===== src/rtl/ttl_shift_store_reg.sv =====
// ttl_shift_store_reg: sampled-pin shift/storage register with bidirectional shift, load, cascade and event count; TTL_SHIFT_STORE_SYNC_EN adds 2-flop pin synchronisers
module ttl_shift_store_reg #(
  parameter int WIDTH = 8,
  localparam int CW = $clog2(WIDTH + 1)
) (
  input  logic             i_clk,
  input  logic             i_rst_n,
  input  logic             i_srck,
  input  logic             i_rck,
  input  logic             i_sclr_n,
  input  logic [1:0]       i_mode,
  input  logic             i_ser_up,
  input  logic             i_ser_dn,
  input  logic [WIDTH-1:0] i_d,
  input  logic             i_oe_n,
  output logic [WIDTH-1:0] o_q,
  output logic [WIDTH-1:0] o_q_oe,
  output logic             o_cas_up,
  output logic             o_cas_dn,
  output logic [CW-1:0]    o_shift_cnt,
  output logic             o_full
);
  localparam logic [CW-1:0] MAX = CW'(WIDTH);
  logic [2:0]       r_s;
  logic [1:0]       r_p;
  logic [WIDTH-1:0] r_shift, r_store, w_mux, w_shift_nxt, w_store_nxt;
  logic [CW-1:0]    r_cnt, w_cnt_base, w_cnt_nxt;
  logic             r_full, w_srck_fall, w_rck_fall;
`ifdef TTL_SHIFT_STORE_SYNC_EN
  logic [2:0]       r_m;
  // two-flop synchroniser for {sclr_n, rck, srck}; sclr_n rests high
  always_ff @(posedge i_clk)
    if (!i_rst_n) begin
      r_m <= 3'b100;
      r_s <= 3'b100;
    end else begin
      r_m <= {i_sclr_n, i_rck, i_srck};
      r_s <= r_m;
    end
`else
  // single sample flop for {sclr_n, rck, srck}; sclr_n rests high
  always_ff @(posedge i_clk)
    if (!i_rst_n) r_s <= 3'b100;
    else r_s <= {i_sclr_n, i_rck, i_srck};
`endif
  // previous sampled level; zero after reset so a low pin never looks like a fall
  always_ff @(posedge i_clk)
    if (!i_rst_n) r_p <= '0;
    else r_p <= r_s[1:0];
  assign w_srck_fall = r_p[0] & ~r_s[0];
  assign w_rck_fall  = r_p[1] & ~r_s[1];
  assign w_mux = i_mode == 2'b01 ? {r_shift[WIDTH-2:0], i_ser_up} :
                 i_mode == 2'b10 ? {i_ser_dn, r_shift[WIDTH-1:1]} :
                 i_mode == 2'b11 ? i_d : r_shift;
  assign w_shift_nxt = w_srck_fall ? w_mux : r_shift;
  assign w_store_nxt = w_rck_fall ? r_shift : r_store;
  assign w_cnt_base  = w_rck_fall ? '0 : r_cnt;
  assign w_cnt_nxt   = (w_srck_fall && |i_mode && w_cnt_base != MAX) ? w_cnt_base + CW'(1) : w_cnt_base;
  // register state; a held clear wipes everything and swallows events
  always_ff @(posedge i_clk)
    if (!i_rst_n || !r_s[2]) begin
      r_shift <= '0;
      r_store <= '0;
      r_cnt   <= '0;
      r_full  <= 1'b0;
    end else begin
      r_shift <= w_shift_nxt;
      r_store <= w_store_nxt;
      r_cnt   <= w_cnt_nxt;
      r_full  <= w_cnt_nxt == MAX;
    end
  assign o_q         = r_store;
  assign o_q_oe      = {WIDTH{~i_oe_n}};
  assign o_cas_up    = r_shift[WIDTH-1];
  assign o_cas_dn    = r_shift[0];
  assign o_shift_cnt = r_cnt;
  assign o_full      = r_full;
endmodule

===== config.mk =====
export PLATFORM = sky130hd
export DESIGN_NAME = ttl_shift_store_reg
export DESIGN_NICKNAME = d
export VERILOG_FILES = /design/src/rtl/ttl_shift_store_reg.sv
export SDC_FILE = /design/constraint.sdc
export NUM_CORES = 1
export LEC_CHECK = 0
export CAP_MARGIN = 20
export CORE_AREA = 2 2 54 56
export DETAILED_ROUTE_END_ITERATION = 16
export DIE_AREA = 0 0 56 58
export PLACE_DENSITY = 0.83
export SYNTH_ARGS = -nofsm -noshare
export SYNTH_HDL_FRONTEND = slang
export SYNTH_SLANG_ARGS = --single-unit

===== constraint.sdc =====
create_clock -name i_clk -period 2.2 [get_ports i_clk]
set_input_delay 0.22 -clock i_clk [delete_from_list [all_inputs] [get_ports i_clk]]
set_output_delay 0.22 -clock i_clk [all_outputs]
set_load 0.02 [all_outputs]

# Word level (Yosys, flattened, before mapping)
# Cells that the tools add are included.
[classes]
add_sub_neg = 1
n_eq_ne = 5
muxes = 5
bitwise_logic = 5
reduce_logical = 8
[op_table]
columns = ["cell", "count"]
rows = [
  ["$mux W8", 3],
  ["$mux W4", 2],
  ["$add A4 B1 Y4 const B", 1],
  ["$eq A2 B2 Y1 const B", 2],
  ["$eq A4 B4 Y1 const B", 1],
  ["$ne A4 B4 Y1 const B", 1],
  ["$not A1 Y1", 3],
  ["$reduce_bool A3 Y1", 1],
  ["$and A1 B1 Y1", 2],
  ["$eq A2 B1 Y1 const B", 1],
  ["$logic_and A1 B1 Y1", 2],
  ["$logic_not A1 Y1", 2],
  ["$reduce_and A2 Y1", 1],
  ["$reduce_or A2 Y1", 1],
  ["$logic_or A1 B1 Y1", 1],
]
[word_totals]
ff_bits = 26
input_bits = 18
output_inout_bits = 23
elab_cells = 30

# Logic depth before layout (Yosys ltp)
# Gate-level depths: netlist of the first run.
[logic_depth]
depth_word = 7
ltp_mapped = 5
depth_no_buf = 4

# Least setup slack after synthesis of the first run
# No wires, ideal clock.
[synth_path]
path_kind = "register to register"
start = "register r_p[0]"
end = "register r_shift[6]"
setup_ns = 0.103
arrival_ns = 0.993
t_required_ns = 2.097
path_slack_ns = 1.104
stages_incl_launch_ff = 5
path_buffers = 1
period_less_slack_ns = 1.096
cell_sequence = "dfxtp_1 > nor2b_4 > and2_1 > buf_6 > a2111oi_2"
[synth_via]
elab_chain_cells = 2
[synth_rtl]
columns = ["item", "line", "rtl"]
rows = [
  ["from (decl)", "25", "logic [1:0] r_p;"],
  ["from (signal assigned)", "49", "else r_p <= r_s[1:0];"],
  ["$and A1 B1 Y1", "50", "assign w_srck_fall = r_p[0] & ~r_s[0];"],
  ["$reduce_and A2 Y1 (no source line)", "--", ""],
  ["to (signal assigned)", "67", "r_shift <= w_shift_nxt;"],
  ["to (decl)", "26", "logic [WIDTH-1:0] r_shift, r_store, w_mux, w_shift_nxt, w_store_nxt;"],
]
# No other way between the ends.
# A chain may end at the register's enable or synchronous reset.

# Worst setup path in the final report of the first run
[layout_path]
start = "register r_cnt[0], in the netlist o_shift_cnt[0]"
end = "output o_shift_cnt[0]"
[layout_lines]
columns = ["item", "line", "rtl"]
rows = [
  ["from (decl)", "27", "logic [CW-1:0] r_cnt, w_cnt_base, w_cnt_nxt;"],
  ["from (signal assigned)", "69", "r_cnt <= w_cnt_nxt;"],
  ["to (decl)", "20", "output logic [CW-1:0] o_shift_cnt,"],
]
# No word-level cell between the ends.

==> tab_implementation.tex, run 1 <==
\begin{tabular}{lr}
\hline
Metric & Value \\
\hline
\multicolumn{2}{l}{\textbf{CTS}} \\
\quad CTS tree & yes \\
\quad Clock transition time at the flip-flop clock pins of the worst setup and hold paths & 140 ps \\
\quad Latest clock arrival within the worst-skew pair & 320 ps \\
\quad \# Post-CTS Setup Buffers & 0 \\
\quad H-tree lvl count & 1 \\
\quad Max clock buf depth & 2 \\
\quad Total CTS buffers & 3 \\
\quad Number of instances resized during post-cts repair & 0 \\
\quad Number of sinks driven by the clock tree & 26 \\
\quad Total of hold buffers inserted after clock tree synthesis & 0 \\
\quad Library cell used as clock root buffer & sky130\_fd\_sc\_hd\_\_clkbuf\_4 \\
\multicolumn{2}{l}{\textbf{Drt}} \\
\quad Wire length per cell after detailed routing & 13.1 µm \\
\quad Detailed-route DRC error count & 0 \\
\quad Antenna viol nets, final & 0 \\
\quad Number of detailed-routing iterations run before antenna repair & 4 \\
\quad Number of DRC violations after detailed-routing iteration 0 & 35 \\
\quad Routed via count divided by cell count & 5.32 \\
\quad Total number of vias & 1022 \\
\quad Total length of routed wires & 2.52 mm \\
\multicolumn{2}{l}{\textbf{Yosys}} \\
\quad Ys async rst share & 0\% \\
\quad Number of flops mapped to enable cells by yosys & 0 \\
\quad Register bit count reported by yosys & 26 \\
\quad Yosys warnings & 0 \\
\quad Library cell occupying the most area in the post-synthesis netlist & sky130\_fd\_sc\_hd\_\_dfxtp\_1 \\
\quad Area share of xor/xnor cells in the synthesized design & 2.16\% \\
\quad Top cell type's share of synthesized area & 42.8\% \\
\quad Share of synthesized cell area in and, or, nand and nor gates & 25.4\% \\
\quad Share of the yosys chip area belonging to registers & $\sim$43\% \\
\quad Adder-cell area share of the yosys netlist & 0\% \\
\quad Most instantiated library cell after synthesis & sky130\_fd\_sc\_hd\_\_dfxtp\_1 \\
\quad Top flip-flop cell by instance count after synthesis & sky130\_fd\_sc\_hd\_\_dfxtp\_1 \\
\quad Largest family of logic cells by synthesized area & simple AND/OR/NAND/NOR gates \\
\quad Multiplexer fraction of the synthesized cell area & 6.58\% \\
\quad Synth top area cells & sky130\_fd\_sc\_hd\_\_dfxtp\_1, sky130\_fd\_sc\_hd\_\_a2111oi\_2, sky130\_fd\_sc\_hd\_\_mux2i\_1, sky130\_fd\_sc\_hd\_\_nor2\_1, sky130\_fd\_sc\_hd\_\_buf\_4 \\
\quad Compound-Gate Fraction of Synth Area & 15.0\% \\
\quad Leading post-synthesis cells by instance count & sky130\_fd\_sc\_hd\_\_dfxtp\_1, sky130\_fd\_sc\_hd\_\_nor2\_1, sky130\_fd\_sc\_hd\_\_nand2\_1, sky130\_fd\_sc\_hd\_\_a21oi\_1, sky130\_fd\_sc\_hd\_\_buf\_4 \\
\quad Summed instance area of the synthesized netlist & 1220 µm² \\
\quad Post-Syn Instances & about 130 \\
\quad Synthesized area per cell & 9.44 µm² \\
\quad Syn nets & 147 \\
\quad Number of distinct library cells after synthesis & 27 \\
\multicolumn{2}{l}{\textbf{GRT}} \\
\quad First-pass GRT wire length & 4.28 mm \\
\quad Overall track demand over capacity in global routing & 16.4\% \\
\quad Vias in the first global route & 965 \\
\quad Maximum number of pins on one net before global-route repair & 18 \\
\quad Antenna violations before repair & 0 \\
\quad Total congestion overflow after global routing & 0 \\
\multicolumn{2}{l}{\textbf{Power and ir drop}} \\
\quad P per Cell Area & 581 nW/µm² \\
\quad LEAKAGE & 0.579 nW \\
\quad Max VDD drop & 324 µV \\
\multicolumn{2}{l}{\textbf{STA}} \\
\quad Headroom to the max-slew limit & 51.5\% \\
\quad Final max-slew violation count & 0 \\
\quad Setup repair after global routing missed its margin & no \\
\quad Highest Clock Rate & 609 MHz \\
\quad Hold Vio Cnt, Final & 0 \\
\quad Skew final & around 0.88 ps \\
\quad Total Neg Setup Slack & 0 ps \\
\quad Final-report setup violation count & 0 \\
\quad Transition at the pin with the smallest max-transition slack & 725 ps \\
\quad Final min period & approximately 1600 ps \\
\quad Share of the cycle needed by the critical path after routing & 74.6\% \\
\multicolumn{2}{l}{\textbf{Worst setup path}} \\
\quad Gate family responsible for the most delay along the worst path & buffers and inverters \\
\quad Maximum fanout encountered on the critical timing path & 6 \\
\quad Data arrival time at the worst-slack endpoint & between 1000 and 1500 ps \\
\quad Critical path type & reg -> out \\
\quad Critical Path, Cell by Cell & clkdlybuf4s50\_1 \\
\quad Worst Path Buf+Inv & 1 \\
\quad Standard cell with the maximum stage delay on the critical path & sky130\_fd\_sc\_hd\_\_clkdlybuf4s50\_1 \\
\quad Worst setup EP type & output pin \\
\quad Maximum cell stage delay along the critical path & 640 ps \\
\quad Worst setup SP type & flop \\
\quad Required time of the critical path & 1980 ps \\
\multicolumn{2}{l}{\textbf{Finish}} \\
\quad Share of cells above drive strength 1 & 13.7\% \\
\quad Area growth from synthesis to final layout & 33.2\% \\
\quad Finished layout cell area & 1620 µm² \\
\quad Count of filler cells inserted in the layout & between 200 and 250 \\
\quad Antenna diode count & 0 \\
\quad Net count of the finished layout & 180 \\
\multicolumn{2}{l}{\textbf{Floorplanning}} \\
\quad Std-Cell Rows & 19 \\
\quad Die ar. & 3250 µm² \\
\quad Vert. Die Dim & $\sim$58 µm \\
\quad Initial standard-cell utilization of the core & 45.7\% \\
\quad Ports & between 40 and 50 \\
\quad Die width & 56 µm \\
\quad CORE AREA & 2660 µm² \\
\multicolumn{2}{l}{\textbf{Run}} \\
\quad Max-cap violations & 0 \\
\multicolumn{2}{l}{\textbf{Placed design}} \\
\quad Post-DP HPWL & 1.94 mm \\
\quad Number of I/O port buffers & 40 \\
\quad Total cell area at the placement stage & 1570 µm² \\
\quad Global placer's final weighted congestion & 0.838 \\
\multicolumn{2}{l}{\textbf{Outcome}} \\
\quad Outcome & completed \\
\multicolumn{2}{l}{\textbf{Min path}} \\
\quad Min-delay worst type & in -> reg \\
\hline
\end{tabular}
-- state kept, by name, summed over array words and instances (netlist names) --
name         count
r_s              3
o_shift_cnt      4
r_shift          8
o_full           1
r_p              2
o_q              8
-- final timing paths --
check                       startpoint                      end  slack [ps]  cells after the start
max          o_shift_cnt[0]$_SDFF_PP0_           o_shift_cnt[0]         560                      1
min                           i_sclr_n        r_s[2]$_SDFF_PN1_         440                      2
max reg2reg          r_p[0]$_SDFF_PN0_  r_shift[6]$_SDFFE_PP0P_         920                      3
min reg2reg        o_q[4]$_SDFFE_PP0P_      o_q[4]$_SDFFE_PP0P_         470                      2
-- placed cells by master (no fill, tap or decap), types with 2 or more instances in the layout --
cell type	instances
sky130_fd_sc_hd__a2111oi_2	8
sky130_fd_sc_hd__and2_2	4
sky130_fd_sc_hd__dfxtp_1	26
sky130_fd_sc_hd__nor3_1	4
sky130_fd_sc_hd__nor2_1	20
sky130_fd_sc_hd__clkdlybuf4s50_1	40
sky130_fd_sc_hd__nand3_1	2
sky130_fd_sc_hd__xnor2_1	3
sky130_fd_sc_hd__inv_1	3
sky130_fd_sc_hd__clkbuf_4	3
sky130_fd_sc_hd__mux2i_1	8
sky130_fd_sc_hd__a21oi_1	9
sky130_fd_sc_hd__nand2_1	18
-- where the power goes --
group          switching, W  internal, W
clock              0.000144     0.000184
sequential       0.00000900     0.000481
combinational     0.0000601    0.0000641
total              0.000213     0.000729
-- cell type report --
cell class	count	area (µm²)	share of cell area, %
well taps	31	38.8	2.39
inverters	3	11.3	0.694
multi-input cells	88	598	36.9
flip-flops and latches	26	520	32.1
clock inverters	1	30.0	1.85
clock buffers	3	22.5	1.39
repair buffers	40	400	24.7
-- routing by layer --
layer | track usage, % | share of wire, % | wire length, µm | up-vias
li1 | - | - | - | 493
met1 | 19.1 | 41 | 1030 | 477
met2 | 30.3 | 51 | 1300 | 48
met3 | 3.57 | 6.8 | 171 | 4
met4 | 5.10 | 0.91 | 23 | 0
met5 | 0 | 0 | 0 | -
-- metrics by stage --
stage                     setup slack (ps)  hold slack [ps]  utilization (%)  power (W)  instances
after floorplan                       1100              316                -   0.000577        129
after global placement                 405              445             58.9   0.000621        188
after detailed placement               336              453             58.9   0.000625        188
after CTS                              537              433             60.9   0.000950        192
after global routing                   474              442             60.9   0.000978        192
final                                  558              439             60.9   0.000942        192
-- kinds of logic (layout without fill, tap and decap cells) --
kind of cell / after synthesis / count (layout)
muxes: 8 / 8
buffers and inverters: 15 / 47
DFF: 26 / 26
xor gates and xnor gates: 3 / 3
AOI/OAI and AO/OA: 19 / 19
and+or+nand+nor: 58 / 58
Note: power is estimated with default switching activity, not from simulation.
==> run 2: changes to the inputs <==
- CORE_AREA: 2 2 54 56 -> 2 2 43 84
- DIE_AREA: 0 0 56 58 -> 0 0 45 86
- PLACE_DENSITY: 0.83 -> 0.74
- clock period: 2.2 -> 1.35 ns (I/O delays scaled with it)
==> run 2 against run 1 <==
- hold slack worse by 14 ps
- sequential cell count stayed put
- clock skew is 1.4 ps higher
- non-clock buffer count is 3 higher
- utilization is 9.2 points lower
- critical path type is now in -> reg
==> tab_implementation.tex, run 2 (synthesis results as in run 1) <==
\begin{tabular}{lr}
\hline
Metric & Value \\
\hline
\multicolumn{2}{l}{\textbf{Floorplanning}} \\
\quad CORE AREA & 3190 µm² (+20\%) \\
\quad Die ar. & 3870 µm² (+19\%) \\
\quad Initial standard-cell utilization of the core & 38.1\% (-7.6 points) \\
\quad Std-Cell Rows & 29 (+10) \\
\quad Ports & 41 (unchanged) \\
\quad Die width & 45 µm (-20\%) \\
\quad Vert. Die Dim & 86 µm (+48\%) \\
\multicolumn{2}{l}{\textbf{STA}} \\
\quad Skew final & 2.30 ps (+1.42 ps) \\
\quad Setup repair after global routing missed its margin & no \\
\quad Final min period & between 1000 and 1500 ps \\
\quad Final-report setup violation count & 0 (unchanged) \\
\quad Final-layout worst hold slack & 424 ps (-14.2 ps) \\
\quad Hold Vio Cnt, Final & 0 (unchanged) \\
\quad Share of the cycle needed by the critical path after routing & about nine tenths \\
\quad Final max-slew violation count & 0 (unchanged) \\
\quad Total Neg Setup Slack & 0 ps (unchanged) \\
\quad Transition at the pin with the smallest max-transition slack & 455 ps (-271 ps) \\
\quad Highest Clock Rate & 819 MHz \\
\quad Headroom to the max-slew limit & 69.6\% (+18 points) \\
\multicolumn{2}{l}{\textbf{Drt}} \\
\quad Total length of routed wires & 2.75 mm (+8.8\%) \\
\quad Highest metal layer with signal wires & met4 \\
\quad Length of routed met2 wiring & 1.62 mm (+24\%) \\
\quad Detailed-route DRC error count & 0 (unchanged) \\
\quad Number of DRC violations after detailed-routing iteration 0 & 15 (-57\%) \\
\quad Routed via count divided by cell count & 5.18 (-2.6\%) \\
\quad Wire length per cell after detailed routing & 14.1 µm (+7.1\%) \\
\quad Antenna viol nets, final & 0 (unchanged) \\
\quad Total number of vias & 1011 (-1.1\%) \\
\quad Met1 WL & 932 µm (-9.6\%) \\
\quad Length of routed met3 wiring & 155 µm (-9.4\%) \\
\quad Number of detailed-routing iterations run before antenna repair & 3 (-1) \\
\multicolumn{2}{l}{\textbf{Finish}} \\
\quad Antenna diode count & 0 (unchanged) \\
\quad Net count of the finished layout & 183 (+1.7\%) \\
\quad Post-Layout Cell Count & 195 (+1.6\%) \\
\quad Share of cells above drive strength 1 & 15.9\% (+2.2 points) \\
\quad Commonest cells after routing, fill and taps aside & sky130\_fd\_sc\_hd\_\_dfxtp\_1, sky130\_fd\_sc\_hd\_\_dlygate4sd2\_1, sky130\_fd\_sc\_hd\_\_nor2\_1 \\
\quad Area growth from synthesis to final layout & 35.7\% \\
\quad Finished layout cell area & 1650 µm² (+1.9\%) \\
\quad Most common cell after layout, fill and taps aside & sky130\_fd\_sc\_hd\_\_dfxtp\_1 \\
\multicolumn{2}{l}{\textbf{Worst setup path}} \\
\quad Maximum fanout encountered on the critical timing path & 10 (+4) \\
\quad Data arrival time at the worst-slack endpoint & 1390 ps (-30 ps) \\
\quad Worst setup EP type & flop \\
\quad Worst setup SP type & input port \\
\quad Critical path type & in -> reg \\
\quad Required time of the critical path & 1520 ps (-460 ps) \\
\multicolumn{2}{l}{\textbf{GRT}} \\
\quad First-pass GRT wire length & 4.53 mm (+5.8\%) \\
\quad Total congestion overflow after global routing & 0 (unchanged) \\
\quad Vias in the first global route & 1036 (+7.4\%) \\
\quad Antenna violations before repair & 0 (unchanged) \\
\quad Maximum number of pins on one net before global-route repair & 18 (unchanged) \\
\quad Overall track demand over capacity in global routing & 15.5\% (-0.96 points) \\
\multicolumn{2}{l}{\textbf{CTS}} \\
\quad Library cell used as clock root buffer & sky130\_fd\_sc\_hd\_\_clkbuf\_8 \\
\quad Clock transition time at the flip-flop clock pins of the worst setup and hold paths & 80 ps (-60 ps) \\
\quad Max clock buf depth & 2 (unchanged) \\
\quad CTS tree & yes \\
\quad Latest clock arrival within the worst-skew pair & 270 ps (-50 ps) \\
\quad Number of sinks driven by the clock tree & 26 (unchanged) \\
\quad Total CTS buffers & 3 (unchanged) \\
\quad H-tree lvl count & 1 (unchanged) \\
\multicolumn{2}{l}{\textbf{Placed design}} \\
\quad Placed Instances & 191 (+1.6\%) \\
\quad Post-DP HPWL & 2.15 mm (+11\%) \\
\quad Total cell area at the placement stage & 1620 µm² (+3.0\%) \\
\quad Global placer's final weighted congestion & 0.743 (-11\%) \\
\quad Number of I/O port buffers & 40 (unchanged) \\
\multicolumn{2}{l}{\textbf{Power and ir drop}} \\
\quad P per Cell Area & 911 nW/µm² (+57\%) \\
\quad LEAKAGE & 0.715 nW (+24\%) \\
\quad Max VDD drop & 795 µV (+150\%) \\
\multicolumn{2}{l}{\textbf{Run}} \\
\quad Max-cap violations & 0 (unchanged) \\
\multicolumn{2}{l}{\textbf{Min path}} \\
\quad Min-delay worst type & in -> reg \\
\multicolumn{2}{l}{\textbf{Outcome}} \\
\quad Outcome & completed \\
\hline
\end{tabular}
## run 2: final timing paths
check / from / cells after the start / slack (ps) / endpoint
worst min-delay path: i_sclr_n / 2 / 420 / r_s[2]$_SDFF_PN1_
worst min register to register: o_q[6]$_SDFFE_PP0P_ / 2 / 450 / o_q[6]$_SDFFE_PP0P_
worst max-delay path: i_mode[0] / 6 / 130 / r_shift[4]$_SDFFE_PP0P_
worst max register to register: r_s[0]$_SDFF_PN0_ / 4 / 140 / r_shift[4]$_SDFFE_PP0P_
## run 2: power by group
part / switching (W) / leakage (nW) / internal, W
clock network: 0.000238 / 0.0288 / 0.000261
logic: 0.000101 / 0.475 / 0.000108
registers: 0.0000151 / 0.211 / 0.000782
## run 2: cell type report
class	count	area [µm²]
repair buffers	43	427
clock buffers	4	55.1
fillers	325	1540
flip-flops and latches	26	520
well taps	31	38.8
inverters	3	11.3
multi-input cells	88	599
## run 2: critical path: stages
cell and delay (ps):
sky130_fd_sc_hd__clkdlybuf4s50_1 500, sky130_fd_sc_hd__buf_12 150, sky130_fd_sc_hd__nor2_4 70, sky130_fd_sc_hd__nor2_8 160, sky130_fd_sc_hd__nor2_1 70, sky130_fd_sc_hd__a2111oi_2 290
## run 2: layer usage
metal / global-route usage [%] / up-vias
met4: 7.22 / 0
met2: 29.5 / 32
met1: 14.8 / 475
met5: 0 / -
met3: 2.53 / 4
li1: - / 500
## run 2: stage by stage
step / power (W) / util (%) / worst slack [ps]
floorplan: 0.000940 / - / 254
global placement: 0.00103 / 50.6 / -106
detailed placement: 0.00104 / 50.6 / -171
CTS: 0.00152 / 51.5 / 4.21
global route: 0.00157 / 51.7 / 21.8
finish: 0.00150 / 51.7 / 128
## run 2: timing repair
action                                  in CTS  in global routing
endpoints found under the hold margin        0                  0
endpoints found under the setup margin      21                  3
resized for setup                           21                  3
hold buffers                                 0                  0
buffers inserted                             0                  0
